File: src/rtl/sfft_peak_pkg.sv
// Shared widths, FSM state type and peak-table entry for the SFFT peak finder.
package sfft_peak_pkg;

    localparam int unsigned BIN_ADDR_W = 8;
    localparam int unsigned MAG_W      = 17;

    // Right shift that maps a bin index onto its band index.
    function automatic int unsigned band_shift(input int unsigned n_bins,
                                               input int unsigned num_bands);
        return $clog2(n_bins / (2 * num_bands));
    endfunction

    typedef enum logic [1:0] {IDLE, SCAN, DRAIN, COMMIT} state_e;

    typedef struct packed {
        logic [BIN_ADDR_W-1:0] bin;
        logic [MAG_W-1:0]      mag;
    } peak_entry_t;

endpackage

File: src/rtl/bin_magnitude.sv
// Combinational |re| + |im| of one packed {imag, real} SFFT bin word.
module bin_magnitude
    import sfft_peak_pkg::*;
(
    input  logic [31:0]      bin_word,
    output logic [MAG_W-1:0] mag
);

    logic [16:0] re_ext;
    logic [16:0] im_ext;
    logic [16:0] abs_re;
    logic [16:0] abs_im;

    // 17-bit operands so that |-32768| and the 65536 sum both fit.
    always_comb begin
        re_ext = {bin_word[15], bin_word[15:0]};
        im_ext = {bin_word[31], bin_word[31:16]};
        abs_re = re_ext[16] ? (~re_ext + 17'd1) : re_ext;
        abs_im = im_ext[16] ? (~im_ext + 17'd1) : im_ext;
        mag    = MAG_W'(abs_re + abs_im);
    end

endmodule

File: src/rtl/sfft_peak_finder.sv
// Per-band peak search over the lower half-spectrum with a double-buffered result table.
// Optional build macro PEAK_THRESHOLD_EN adds mag_threshold to suppress weak bins.
module sfft_peak_finder
    import sfft_peak_pkg::*;
#(
    parameter int unsigned N_BINS     = 256,
    parameter int unsigned BIN_ADDR_W = 8,
    parameter int unsigned NUM_BANDS  = 8,
    parameter int unsigned MAG_W      = 17
) (
    input  logic                         clk,
    input  logic                         reset,
    input  logic                         frame_valid,
    output logic                         bin_rd,
    output logic [BIN_ADDR_W-1:0]        bin_addr,
    input  logic [31:0]                  bin_data,
    output logic                         reading_out,
    input  logic                         hold,
    input  logic [$clog2(NUM_BANDS)-1:0] rd_band,
    output logic [BIN_ADDR_W-1:0]        rd_peak_bin,
    output logic [MAG_W-1:0]             rd_peak_mag,
    output logic [31:0]                  table_frame,
    output logic                         table_valid,
    output logic                         overrun,
`ifdef PEAK_THRESHOLD_EN
    input  logic [MAG_W-1:0]             mag_threshold,
`endif
    input  logic                         clear_overrun
);

    localparam int unsigned           BAND_W     = $clog2(NUM_BANDS);
    localparam int unsigned           BAND_SHIFT = band_shift(N_BINS, NUM_BANDS);
    localparam logic [BIN_ADDR_W-1:0] LAST_ADDR  = BIN_ADDR_W'(N_BINS / 2 - 1);

    state_e                state_q, state_d;
    logic                  frame_q;
    logic                  frame_rise;
    logic [BIN_ADDR_W-1:0] addr_q, addr_d;
    logic                  rd_q;
    logic [BIN_ADDR_W-1:0] rd_addr_q;
    logic                  publish;
    logic [MAG_W-1:0]      raw_mag;
    logic [MAG_W-1:0]      bin_mag;
    logic [BAND_W-1:0]     band;

    peak_entry_t work_q [NUM_BANDS];
    peak_entry_t work_d [NUM_BANDS];
    peak_entry_t pub_q  [NUM_BANDS];

    assign frame_rise  = frame_valid & ~frame_q;
    assign bin_rd      = (state_q == SCAN);
    assign bin_addr    = addr_q;
    assign reading_out = (state_q != IDLE);

    always_comb begin
        state_d = state_q;
        addr_d  = addr_q;
        publish = 1'b0;
        unique case (state_q)
            IDLE: begin
                if (frame_rise) state_d = SCAN;
            end
            SCAN: begin
                if (addr_q == LAST_ADDR) begin
                    addr_d  = '0;
                    state_d = DRAIN;
                end else begin
                    addr_d = addr_q + 1'b1;
                end
            end
            DRAIN: state_d = COMMIT;
            COMMIT: begin
                if (!hold) begin
                    publish = 1'b1;
                    state_d = IDLE;
                end
            end
            default: state_d = IDLE;
        endcase
    end

    bin_magnitude u_bin_magnitude (
        .bin_word (bin_data),
        .mag      (raw_mag)
    );

    // rd_addr_q tags the datum returning this cycle; DC never competes.
    always_comb begin
        bin_mag = (rd_addr_q == '0) ? '0 : raw_mag;
`ifdef PEAK_THRESHOLD_EN
        if (bin_mag < mag_threshold) bin_mag = '0;
`endif
        band = BAND_W'(rd_addr_q >> BAND_SHIFT);
    end

    // Strictly-greater update keeps the lowest bin on ties.
    always_comb begin
        work_d = work_q;
        if (state_q == IDLE && frame_rise) begin
            for (int i = 0; i < NUM_BANDS; i++) work_d[i] = '0;
        end else if (rd_q && (bin_mag > work_q[band].mag)) begin
            work_d[band] = peak_entry_t'{bin: rd_addr_q, mag: bin_mag};
        end
    end

    always_ff @(posedge clk or negedge reset) begin
        if (!reset) begin
            state_q     <= IDLE;
            frame_q     <= 1'b0;
            addr_q      <= '0;
            rd_q        <= 1'b0;
            rd_addr_q   <= '0;
            table_frame <= '0;
            table_valid <= 1'b0;
            overrun     <= 1'b0;
            rd_peak_bin <= '0;
            rd_peak_mag <= '0;
            for (int i = 0; i < NUM_BANDS; i++) begin
                work_q[i] <= '0;
                pub_q[i]  <= '0;
            end
        end else begin
            state_q   <= state_d;
            frame_q   <= frame_valid;
            addr_q    <= addr_d;
            rd_q      <= bin_rd;
            rd_addr_q <= addr_q;
            for (int i = 0; i < NUM_BANDS; i++) work_q[i] <= work_d[i];
            if (publish) begin
                for (int i = 0; i < NUM_BANDS; i++) pub_q[i] <= work_q[i];
                table_frame <= table_frame + 32'd1;
                table_valid <= 1'b1;
            end
            // A frame edge while busy wins over a same-cycle clear.
            if (frame_rise && (state_q != IDLE)) begin
                overrun <= 1'b1;
            end else if (clear_overrun) begin
                overrun <= 1'b0;
            end
            rd_peak_bin <= pub_q[rd_band].bin;
            rd_peak_mag <= pub_q[rd_band].mag;
        end
    end

endmodule

File: config.mk
export PLATFORM = sky130hd
export DESIGN_NAME = sfft_peak_finder
export DESIGN_NICKNAME = d
export VERILOG_FILES = /design/src/rtl/sfft_peak_pkg.sv /design/src/rtl/bin_magnitude.sv /design/src/rtl/sfft_peak_finder.sv
export SDC_FILE = /design/constraint.sdc
export NUM_CORES = 1
export LEC_CHECK = 0
export BUFFER_PORTS_ARGS = -buffer_cell sky130_fd_sc_hd__clkbuf_2
export CAP_MARGIN = 10
export CORE_UTILIZATION = 34
export DETAILED_ROUTE_END_ITERATION = 7
export GPL_TIMING_DRIVEN = 0
export PLACE_DENSITY = 0.54
export SLEW_MARGIN = 20
export SYNTH_ARGS = -nofsm -noshare
export SYNTH_HDL_FRONTEND = slang
export SYNTH_SLANG_ARGS = --single-unit
File: constraint.sdc
create_clock -name clk -period 3.2 [get_ports clk]
set_input_delay 0.48 -clock clk [delete_from_list [all_inputs] [get_ports clk]]
set_output_delay 0.48 -clock clk [all_outputs]
set_load 0.02 [all_outputs]
## Word-level counts from Yosys, hierarchy flattened

Index checks and enable logic that the tools add are counted.

- Bits of input ports: 40
- Register bits after elaboration: 479
- Output and inout port bits: 69
- Logic and storage cells: 97

- Add/subtract/negate cells: 5
- Reduce and logical (&&, ||, !) cells: 10
- Equality and inequality tests: 7
- Bitwise gates (word level): 6
- Magnitude comparators: 4
- Multiplexer cells: 23

Operators with widths:

| operator | count |
|---|---|
| 200-bit 2-to-1 mux | 2 |
| 200-bit bitwise mux | 1 |
| 25-bit binary-select mux with 3-bit select | 2 |
| 17-bit 2-to-1 mux | 5 |
| 25-bit demux with 3-bit select | 1 |
| 25-bit 2-to-1 mux | 3 |
| 17-bit by 1-bit adder with 17-bit output, second input constant | 2 |
| 17-bit inverter | 2 |
| 32-bit by 1-bit adder with 32-bit output, second input constant | 1 |
| 17-bit adder | 1 |
| 17-bit > comparator | 1 |
| 8-bit by 1-bit adder with 8-bit output, second input constant | 1 |
| 8-bit by 7-bit == test with 1-bit output, second input constant | 1 |
| 4-bit greater-or-equal comparator, second input constant | 2 |
| 8-bit zero test | 1 |
| 8-bit 2-to-1 mux | 1 |
| 3-bit inverter with 4-bit output | 2 |
| 2-bit case mux with 4 select lines | 1 |
| 2-bit 2-to-1 mux | 3 |
| 2-bit nonzero test | 3 |
| 2-bit == test, second input constant | 2 |
| 1-bit logical AND | 4 |
| 4-bit by 1-bit less-than comparator with 1-bit output, second input constant | 1 |
| 1-bit 2-to-1 mux | 4 |
| 7 further kinds | 8 |

## Depth between registers and ports, before layout

Gate-level depths: netlist (run 1).

- Depth after elaboration: 9
- Gate-level depth with buffers: 24
- Mapped depth without buffers: 21

## Modules after synthesis

A second synthesis (run 1) with hierarchy kept.

- Cells, all modules: 2171
- Area total of the unflattened synthesis: 22635.5 um^2

By module, submodules not included:

| module | seq. area each (um^2) | cells an instance | area an instance (um^2) | times used |
|---|---|---|---|---|
| sfft_peak_finder | 11986.5 | 1976 | 21271.7 | 1 |
| bin_magnitude | 0.0 | 195 | 1363.8 | 1 |

## Worst setup path after synthesis (run 1)

OpenSTA, ideal clock, no wires.

- Path type: in2reg
- Start: input bin_data[20]
- End: register work_q[59] (netlist bit)
- Path buffers: 2
- Required time: 3079 ps
- Stages on the path: 21
- Setup time: 121 ps
- Data arrival time: 4756 ps
- Slack: -1677 ps
- Cell sequence: nor3_1 > nand3_1 > or3_1 > o31ai_1 > xnor2_1 > ha_1 > clkbuf_2 > o21a_1 > o21a_1 > o21a_1 > o22ai_1 > xor2_1 > nor2_1 > ha_1 > and4_1 > nand3_1 > a31oi_4 > nor3_4 > nor3_2 > buf_6 > a22o_1

- Longest elaborated chain between the ends: 8
- Elaborated cells on any way between the ends: 11
- Those cells by class: add/sub: 2; order compare: 1; mux: 5; bitwise: 1; reduce/logical: 2

RTL lines:

| element | line | RTL |
|---|---|---|
| start: declaration | sfft_peak_finder.sv:16 | `input logic [31:0] bin_data,` |
| 17-bit inverter | bin_magnitude.sv:19 | `abs_im = im_ext[16] ? (~im_ext + 17'd1) : im_ext;` |
| 17-bit by 1-bit adder with 17-bit output | bin_magnitude.sv:19 |  |
| 17-bit 2-to-1 mux (*) | bin_magnitude.sv:19 |  |
| 17-bit adder (*) | bin_magnitude.sv:20 | `mag = MAG_W'(abs_re + abs_im);` |
| 17-bit 2-to-1 mux (*) | sfft_peak_finder.sv:89 | `bin_mag = (rd_addr_q == '0) ? '0 : raw_mag;` |
| 17-bit > comparator or 200-bit bitwise mux (tied branches) | sfft_peak_finder.sv:101, sfft_peak_finder.sv:102 |  |
| 1-bit logical AND or 200-bit 2-to-1 mux (tied branches) | sfft_peak_finder.sv:101 | `end else if (rd_q && (bin_mag > work_q[band].mag)) begin` |
| 2-bit nonzero test (no source line) or 200-bit 2-to-1 mux (tied branches) | - |  |
| end signal: indexed assignment | sfft_peak_finder.sv:119 | `work_q[i] <= '0;` |
| end: declaration | sfft_peak_finder.sv:46 | `peak_entry_t work_q [NUM_BANDS];` |

Every way passes the cells marked *; elsewhere a longest branch is shown, timed or not. The select of a mux whose other input is x is not followed.
A chain may end at the register's enable or synchronous reset.

## Worst setup path in the final report (run 1)

- Start: register rd_addr_q[6]
- End: register work_q[55] (netlist bit)

- Longest elaborated chain between the ends: 8
- Elaborated cells on any way between the ends: 17
- Those cells by class: order compare: 3; mux: 9; bitwise: 1; reduce/logical: 4

RTL lines:

| element | line | RTL |
|---|---|---|
| start: declaration | sfft_peak_finder.sv:40 | `logic [BIN_ADDR_W-1:0] rd_addr_q;` |
| start signal: assignment | sfft_peak_finder.sv:127 | `rd_addr_q <= addr_q;` |
| parallel branches: the longest is 8 deep, another holds 17-bit > comparator | - |  |

Several ways; the timed one is not identified. The select of a mux whose other input is x is not followed.

==> flow_summary_export.csv, run 1 <==
group,metric,value,unit
outcome,status,"complete, but fails checks",
outcome,violations,"setup timing",
worst_setup_path,path_class,"register to register",
synth,synth_xor_area_frac,0.0296,
synth,ys_seq_elements,479,
worst_setup_path,crit_top_cell,"buf_12",
placed_design,dpl.cell_count,3017,
clock_tree,root_buffer,"clkbuf_16",
synth,synth.most_common_cell,"nand2_1",
global_route,antenna_found_initial,0,
pwr,p_per_area,585,nW/um2
finish,area_growth,26.6,%
sta,tns,-271.23,ns
synth,netlist_area,21800,um2
global_route,track_usage,0.234,
clock_tree,clk_path_buf_depth,3,
detailed_routing,avgRoutedWirePerCell,24.2,um
worst_setup_path,crit_fanout,10,
detailed_routing,drc,0,
global_route,grt_pass1_vias,17819,
detailed_routing,vias,17613,
floorplan,num_rows,92,
run,cap_violations,0,
pwr,switching_power,0.00472,W
synth,synth-async-reset-ratio,1.00,
sta,tightest_slew,1.14,ns
synth,synth_top_cell_by_area,"dfrtp_1",
floorplan,core,63200,um2
finish,n_antenna_cell,0,
detailed_routing,first_pass_iters,5,
synth,ys_top_cells_by_count,"nand2_1, dfrtp_1, a22o_1",
detailed_routing,drtIter0Drc,1792,
synth,synth_nets,2143,
worst_setup_path,cp-end-kind,"register",
sta,max_freq,213,MHz
floorplan,ios,109,
worst_setup_path,start_kind,"register",
global_route,grt_pass1_wl,114000,um
clock_tree,clock_sinks,479,
pwr,p_leak,13.3,nW
detailed_routing,ant_nets,0,
worst_setup_path,critPathMaxStageDelay,0.54,ns
clock_tree,clk_pin_slew,0.06,ns
placed_design,place_worst_setup_slack,-2.84,ns
hold_path,min_path_cells,2,
synth,netlist_top_cells_area,"dfrtp_1, nand2_1, a22o_1",
sta,relSlewSlack,0.240,
sta,final_hold_viol_count,0,
synth,synth.top_cell.area_share,0.549,
detailed_routing,avgViaCountPerCell,5.51,
pwr,power.share.clock,0.369,
synth,yosys_warnings,0,
worst_setup_path,cp.required,3.74,ns
synth,synth_edf_count,0,
synth,synth_cells,2060,
worst_setup_path,cp_num_buf_inv,6,
sta,period_needed,4.70,ns
synth,synth_compound_area_frac,0.128,
floorplan,initial_core_util,0.345,
placed_design,place_congestion,0.897,
floorplan,die_x,255,um
worst_setup_path,worstRegToRegCells,16,
synth,synth_top_family_by_area,"simple AND/OR/NAND/NOR gates",
synth,synth-simple-area-share,0.173,
worst_setup_path,cpLargestDelayFamily,"buffers and inverters",
placed_design,dp_hpwl,50800,um
floorplan,dieHeight,255,um
sta,final.period_utilization,1.47,
finish,drive_gt1_frac,0.240,
floorplan,die_area,65200,um2
worst_setup_path,worstPathCellList,"clkbuf_1 -> nor3b_1 -> buf_2 -> clkbuf_4 -> a22oi_1 -> and3_1 -> ha_1 -> a21oi_1 -> o21ai_1 -> a31o_4 -> o31a_4 -> buf_12 -> a21oi_4 -> buf_6 -> buf_12 -> a22o_1",
clock_tree,htree_levels,2,
hold_path,hold_class,"input pin to register",
placed_design,placed_area,24100,um2
global_route,overflow,0,
synth,yosysSeqAreaShare,0.549,
synth,synth.distinct_cells,74,
pwr,power.internal,0.0115,W
pwr,total_power,0.0162,W
finish,fin_nets,2393,
clock_tree,clock_latency,0.61,ns
worst_setup_path,cp.arrival,5.23,ns
synth,synth_fa_ha_area_frac,0.0250,
sta,setup_ws,-1.50,ns
synth,syn_avg_cell_area,10.6,um2
sta,drv_slew,0,
placed_design,numPortBuffers,105,
clock_tree,cts_tree,"built",
clock_tree,cts_buffers,51,
finish,final_cell_area,27600,um2
pwr,ir_worst_vdd,257,uV
sta,setup_viol,200,
worst_setup_path,cp_num_cells,16,
finish,stdcell_count,3196,
detailed_routing,drt_wl_total,77300,um
synth,synthFlopType,"dfrtp_1",
synth,synth_mux_area_frac,0.0660,
global_route,grt_max_degree,92,
pwr,seq_power_share,0.419,
pwr,p_sw_frac,0.292,
sta,rsz0062_at_grt,"yes",
worst_setup_path,slowest_stage,"nor3b_1",
pwr,combPwrFrac,0.211,
sta,clock_skew,0.0161,ns
[power groups by stage]
stage               combinational (W)  clock, W  sequential [W]
global route                  0.00360   0.00631         0.00681
detailed placement            0.00248         0         0.00687
CTS                           0.00309   0.00607         0.00676
finish                        0.00342   0.00597         0.00678
floorplan                     0.00171         0         0.00675
global placement              0.00241         0         0.00687
[timing repair]
action,CTS,global route
gates resized for setup,186,93
setup buffers,71,14
hold buffers,2,0
endpoints found under the setup margin,200,200
cloned,10,3
hold endpoints to repair,55,0
pin swaps,78,59
[layout make-up]
| cell class | count | area (um2) |
|---|---|---|
| fill | 5909 | 35600 |
| sequential | 479 | 12000 |
| multi-input combinational | 1435 | 10200 |
| timing repair buffer | 204 | 1780 |
| clock buffer | 75 | 1480 |
| tap | 846 | 1060 |
| buffer | 122 | 828 |
| clock inverter | 18 | 194 |
| inverter | 17 | 66.3 |
[routing by layer]
metal  up-vias  track usage  share of wire
met5         -            0              0
met4         0       0.0848          0.037
met3       163       0.0478          0.083
met2       825        0.372           0.46
met1      8948        0.314           0.42
li1       7677            -              -
[state kept, by name (all words and copies together), names as in the netlist]
name and cells:
bin_addr 8, frame_q 1, overrun 1, pub_q 200
rd_addr_q 8, rd_peak_bin 8, rd_peak_mag 17, rd_q 1
state_q 2, table_frame 32, table_valid 1, work_q 200
[final timing paths]
| kind | startpoint | end | slack (ns) |
|---|---|---|---|
| setup / recovery | rd_addr_q[6] | work_q[55] | -1.50 |
| hold / removal | clear_overrun | overrun | 0.07 |
| setup reg to reg | rd_addr_q[6] | work_q[55] | -1.50 |
| hold reg to reg | bin_addr[6] | rd_addr_q[6] | 0.45 |
| max in group asynchronous | reset | pub_q[29] | 1.26 |
| min in group asynchronous | reset | rd_peak_bin[0] | 0.39 |
[worst reg2reg max path: stages (launching register included)]
cell and delay, ns:
dfrtp_1 0.46, clkbuf_1 0.27, nor3b_1 0.54, buf_2 0.49, clkbuf_4 0.44, a22oi_1 0.13
and3_1 0.19, ha_1 0.30, a21oi_1 0.15, o21ai_1 0.14, a31o_4 0.28, o31a_4 0.39
buf_12 0.16, a21oi_4 0.25, buf_6 0.17, buf_12 0.14, a22o_1 0.14
[logic make-up after synthesis]
kind of cell | Yosys count
xor+xnor | 73
mux | 78
buf+inv | 146
fa+ha+maj | 43
flops | 479
compound gates | 360
simple gates | 881
[layout by cell type (no fill, tap or decap), drive strengths merged, types with 7 or more instances in the layout]
cell     synthesis  routed
nor3            19      19
and4             9       9
nand3           35      35
xor2            14      14
a221oi          11      11
nor2            38      38
clkinv           0       9
o31ai           12      12
and2            21      21
or3              7       7
o21ai           30      30
o21a             9       9
a311oi           7       7
o2bb2ai          8       8
nand2b          11      11
clkbuf          86     259
mux4            50      50
nand2          688     688
and3            18      18
nand4            8       8
dfrtp          479     479
xnor2           59      59
ha              42      42
a21oi           48      48
buf             43     140
o22ai           12      12
inv             17      19
a22o           160     160
a22oi           39      39
mux2            27      27
[through the flow]
step / hold slack [ns] / util
3_5_place_dp: 0.437 / 0.381
3_3_place_gp: 0.441 / 0.378
4_1_cts: 0.0430 / 0.431
2_1_floorplan: 0.184 / -
6_report: 0.0731 / 0.437
5_1_grt: 0.0844 / 0.437
(Power assumes the default switching activity.)
==> inputs of run 2 (changes only) <==
Settings changed: SETUP_SLACK_MARGIN from default to 0.5.
==> flow_summary_export.csv, run 2 (synthesized netlist as in run 1, its figures left out) <==
group,metric,value,unit
floorplan,die_x,255,um
sta,period_needed,4.64,ns
worst_setup_path,cp.arrival,5.18,ns
outcome,violations,"setup timing",
detailed_routing,avgViaCountPerCell,5.54,
global_route,antenna_found_initial,0,
global_route,grt_util_met3,0.0491,
finish,final_cell_area,28100,um2
global_route,grtUsageMet2,0.373,
sta,final.period_utilization,1.45,
global_route,met1_usage,0.314,
worst_setup_path,path_class,"register to register",
sta,setup_viol,200,
clock_tree,htree_levels,2,
finish,top_regs,"pub_q (200), work_q (200), table_frame (32)",
worst_setup_path,critPathMaxStageDelay,0.49,ns
worst_setup_path,crit_fanout,10,
worst_setup_path,r2r-start,"rd_addr_q[6]",
clock_tree,cts_tree,"built",
worst_setup_path,cp.required,3.74,ns
sta,drv_slew,0,
finish,final_common_cell,"nand2_1",
worst_setup_path,cp_num_buf_inv,6,
hold_path,hp-start,"clear_overrun",
pwr,total_power,0.0166,W
finish,n_antenna_cell,0,
sta,rsz0062_at_grt,"yes",
worst_setup_path,cpLargestDelayFamily,"buffers and inverters",
detailed_routing,vias,17866,
placed_design,dp_hpwl,50800,um
pwr,p_per_area,589,nW/um2
clock_tree,clk_pin_slew,0.06,ns
placed_design,numPortBuffers,105,
worst_setup_path,cp-end-kind,"register",
clock_tree,root_buffer,"clkbuf_16",
sta,tightest_slew,1.14,ns
global_route,grt.busiest_layer,"met2",
detailed_routing,drc,0,
placed_design,place_worst_setup_slack,-2.84,ns
worst_setup_path,crit_top_cell,"and3_1",
worst_setup_path,crit_start,"rd_addr_q[6]",
floorplan,die_area,65200,um2
detailed_routing,drtIter0Drc,1947,
clock_tree,clock_latency,0.62,ns
finish,area_growth,29.0,%
floorplan,initial_core_util,0.345,
placed_design,placed_area,24100,um2
detailed_routing,ant_nets,0,
sta,holdWs,0.0758,ns
run,cap_violations,0,
hold_path,hold_class,"input pin to register",
pwr,ir_worst_vdd,257,uV
clock_tree,clock_sinks,479,
finish,final_cell_mix,"nand2_1, dfrtp_1, a22o_1",
outcome,status,"complete, but fails checks",
detailed_routing,first_pass_iters,6,
global_route,track_usage,0.235,
floorplan,core,63200,um2
clock_tree,cts_buffers,51,
finish,postLayoutCoreUtil,0.445,
sta,setup_ws,-1.44,ns
floorplan,num_rows,92,
global_route,grt_pass1_wl,115000,um
floorplan,ios,109,
global_route,grt_pass1_vias,17948,
worst_setup_path,worstPathCellList,"clkbuf_1 -> and3_1 -> clkbuf_2 -> clkbuf_4 -> a22oi_1 -> and3_1 -> ha_1 -> a21oi_1 -> o21ai_1 -> a31o_4 -> o31a_4 -> buf_4 -> a21oi_4 -> buf_6 -> buf_8 -> a22o_1",
placed_design,place_congestion,0.897,
sta,relSlewSlack,0.237,
worst_setup_path,start_kind,"register",
floorplan,dieHeight,255,um
detailed_routing,drt_wl_total,78900,um
sta,final_hold_viol_count,0,
clock_tree,clk_path_buf_depth,3,
sta,clock_skew,0.0262,ns
worst_setup_path,slowest_stage,"clkbuf_2",
sta,max_freq,215,MHz
detailed_routing,avgRoutedWirePerCell,24.5,um
finish,drive_gt1_frac,0.260,
pwr,p_leak,13.5,nW
global_route,grt_max_degree,92,
global_route,overflow,0,
finish,fin_nets,2420,
[run 2: changes by cell type in the layout (fill, tap and decap cells not counted), moves of 5 or more]
cell      change
buf_2         -6
buf_16        +6
nand3_4       +5
buf_6         +7
nand2_1       -6
clkbuf_2      +9
nand2_2       +7
nand3_1       -8
a21oi_1       -8
a21oi_2       +7
o21ai_0       -5
[run 2: layout make-up]
cell class,instances,area (um2)
Fill cell,5849,35000
Clock inverter,18,194
Buffer,129,953
Timing Repair Buffer,224,2090
Tap cell,846,1060
Inverter,17,63.8
Clock buffer,75,1480
Multi-Input combinational cell,1435,10300
Sequential cell,479,12000
[run 2: final timing paths]
path	end	slack, ns	cells past startpoint
max	work_q[159]	-1.44	16
min	overrun	0.08	2
max reg2reg	work_q[159]	-1.44	16
min reg2reg	rd_addr_q[6]	0.45	0
max in group asynchronous	work_q[76]	1.27	5
min in group asynchronous	rd_peak_bin[0]	0.38	2
[run 2: per-layer routing]
layer | vias up | part of all wire
li1 | 7730 | -
met1 | 9090 | 0.41
met2 | 861 | 0.46
met3 | 185 | 0.091
met4 | 0 | 0.040
met5 | - | 0
[run 2: what timing repair did]
action | CTS | global route
resized for setup | 195 | 126
cloned | 11 | 8
hold endpoints to repair | 55 | 0
buffers inserted | 66 | 26
endpoints found under the setup margin | 204 | 210
hold buffers | 2 | 0
pin swaps | 70 | 77
[run 2: metrics by stage]
stage	cells	TNS (ns)
2_1_floorplan	2060	-280.38
3_3_place_gp	3011	-4895.64
3_5_place_dp	3017	-513.00
4_1_cts	3189	-254.88
5_1_grt	3223	-296.42
6_report	3223	-272.99
[run 2: power by group]
| part | switching [W] | total [W] | internal [W] |
|---|---|---|---|
| logic | 0.00200 | 0.00383 | 0.00183 |
| registers | 0.000344 | 0.00678 | 0.00644 |
| clock network | 0.00253 | 0.00597 | 0.00344 |
| total | 0.00487 | 0.0166 | 0.0117 |
[run 2: worst reg2reg max path, cell delays in order, from the launching register on]
cell	delay, ns
dfrtp_1	0.47
clkbuf_1	0.40
and3_1	0.35
clkbuf_2	0.49
clkbuf_4	0.47
a22oi_1	0.12
and3_1	0.21
ha_1	0.29
a21oi_1	0.15
o21ai_1	0.13
a31o_4	0.29
o31a_4	0.40
buf_4	0.16
a21oi_4	0.21
buf_6	0.15
buf_8	0.13
a22o_1	0.15
==> inputs of run 3 (changes only) <==
Settings changed: HOLD_SLACK_MARGIN from default to 0.06, PLACE_DENSITY 0.54 to 0.52.
Clock period 3.2 ns to 4.3 ns, I/O delays scaled along.
==> flow_summary_export.csv, run 3 (synthesized netlist as in run 1, its figures left out) <==
group,metric,value,unit
detailed_routing,avgRoutedWirePerCell,24.8,um
finish,n_antenna_cell,0,
floorplan,die_area,65200,um2
floorplan,dieHeight,255,um
global_route,overflow,0,
pwr,total_power,0.0123,W
finish,fin_nets,2410,
clock_tree,cts_tree,"built",
floorplan,die_x,255,um
outcome,status,"complete, but fails checks",
placed_design,place_congestion,0.906,
clock_tree,clk_path_buf_depth,3,
sta,final.period_utilization,1.14,
clock_tree,clock_latency,0.62,ns
floorplan,ios,109,
global_route,grt_pass1_wl,117000,um
detailed_routing,drc,0,
run,cap_violations,0,
pwr,p_leak,13.4,nW
sta,clock_skew,0.0360,ns
placed_design,numPortBuffers,105,
detailed_routing,drt_wl_total,79800,um
pwr,p_per_area,443,nW/um2
clock_tree,clk_pin_slew,0.06,ns
worst_setup_path,start_kind,"register",
pwr,ir_worst_vdd,267,uV
detailed_routing,drtIter0Drc,1736,
worst_setup_path,cp.required,4.77,ns
floorplan,core,63200,um2
sta,period_needed,4.92,ns
outcome,violations,"setup timing",
finish,drive_gt1_frac,0.233,
clock_tree,cts_buffers,51,
global_route,grt_max_degree,89,
sta,max_freq,203,MHz
detailed_routing,ant_nets,0,
clock_tree,htree_levels,2,
detailed_routing,vias,17761,
placed_design,dp_hpwl,51400,um
clock_tree,clock_sinks,479,
clock_tree,root_buffer,"clkbuf_16",
finish,top_regs,"pub_q (200), work_q (200), table_frame (32)",
finish,area_growth,27.5,%
worst_setup_path,cp-end-kind,"register",
finish,final_cell_area,27800,um2
finish,final_common_cell,"nand2_1",
global_route,antenna_found_initial,1,
sta,drv_slew,0,
worst_setup_path,crit_fanout,10,
worst_setup_path,cp.arrival,5.39,ns
finish,final_cell_mix,"nand2_1, dfrtp_1, a22o_1",
worst_setup_path,path_class,"register to register",
sta,relSlewSlack,0.195,
detailed_routing,avgViaCountPerCell,5.53,
sta,final_hold_viol_count,0,
placed_design,placed_area,24100,um2
sta,tightest_slew,1.21,ns
global_route,track_usage,0.239,
floorplan,initial_core_util,0.345,
hold_path,hold_class,"input pin to register",
global_route,grt_pass1_vias,17959,
sta,setup_ws,-0.619,ns
finish,postLayoutCoreUtil,0.440,
floorplan,num_rows,92,
sta,holdWs,0.153,ns
sta,setup_viol,200,
detailed_routing,first_pass_iters,6,
sta,rsz0062_at_grt,"yes",
## run 3: changes by cell type in the layout (fill, tap and decap cells not counted), sizes merged
cell / change
clkdlybuf4s15: +2
inv: -2
bufinv: +3
dlygate4sd3: -1
buf: -8
clkbuf: -4
bufbuf: +1
clkinvlp: -1
## run 3: layout make-up
cell class | count | area (um2)
fill | 5927 | 35400
sequential | 479 | 12000
multi-input combinational | 1435 | 9980
timing repair buffer | 214 | 2030
clock buffer | 75 | 1520
tap | 846 | 1060
buffer | 129 | 923
clock inverter | 18 | 270
inverter | 17 | 66.3
## run 3: path summary, 6_finish.rpt
path                                      to  cells past startpoint    startpoint  slack (ns)
worst max-delay path               work_q[2]                     16  rd_addr_q[5]       -0.62
worst min-delay path                 frame_q                      1   frame_valid        0.15
worst max register to register     work_q[2]                     16  rd_addr_q[5]       -0.62
worst min register to register  rd_addr_q[7]                      0   bin_addr[7]        0.44
max in group asynchronous          work_q[2]                      5         reset        2.37
min in group asynchronous         work_q[67]                      2         reset        0.49
## run 3: repair_timing
item | CTS | global route
gates cloned | 12 | 9
resized for setup | 164 | 54
hold buffers | 1 | 0
endpoints found under the setup margin | 200 | 200
buffers inserted | 64 | 17
endpoints found under the hold margin | 21 | 0
pin swaps | 74 | 50
## run 3: where the power goes
part / switching (W) / internal [W]
clock network: 0.00192 / 0.00280
logic: 0.00137 / 0.00119
registers: 0.000256 / 0.00479
total: 0.00354 / 0.00878
## run 3: worst max-delay path: stages (launching register included)
cell and delay (ns):
dfrtp_1 0.45, nor3_1 0.68, clkbuf_2 0.52, clkdlybuf4s15_1 0.78, a22oi_1 0.13, and3_1 0.30
ha_4 0.30, and4_4 0.26, nand3_4 0.09, a31oi_4 0.23, o31a_4 0.21, buf_12 0.14
a21oi_4 0.07, buf_12 0.18, buf_12 0.13, buf_16 0.13, a22o_1 0.17
## run 3: metal layers
| layer | up-vias | track usage | part of all wire |
|---|---|---|---|
| li1 | 7712 | - | - |
| met1 | 9053 | 0.326 | 0.42 |
| met2 | 805 | 0.379 | 0.46 |
| met3 | 189 | 0.0423 | 0.082 |
| met4 | 2 | 0.0910 | 0.041 |
| met5 | - | 0 | 0.00016 |
## run 3: stage by stage
| stage | std cells | setup slack, ns | TNS [ns] |
|---|---|---|---|
| after floorplan | 2060 | -0.634 | -93.38 |
| after global placement | 3011 | -8.42 | -4319.77 |
| after detailed placement | 3017 | -1.90 | -328.64 |
| after CTS | 3187 | -0.415 | -67.63 |
| after global routing | 3213 | -0.620 | -100.66 |
| final | 3213 | -0.619 | -97.67 |
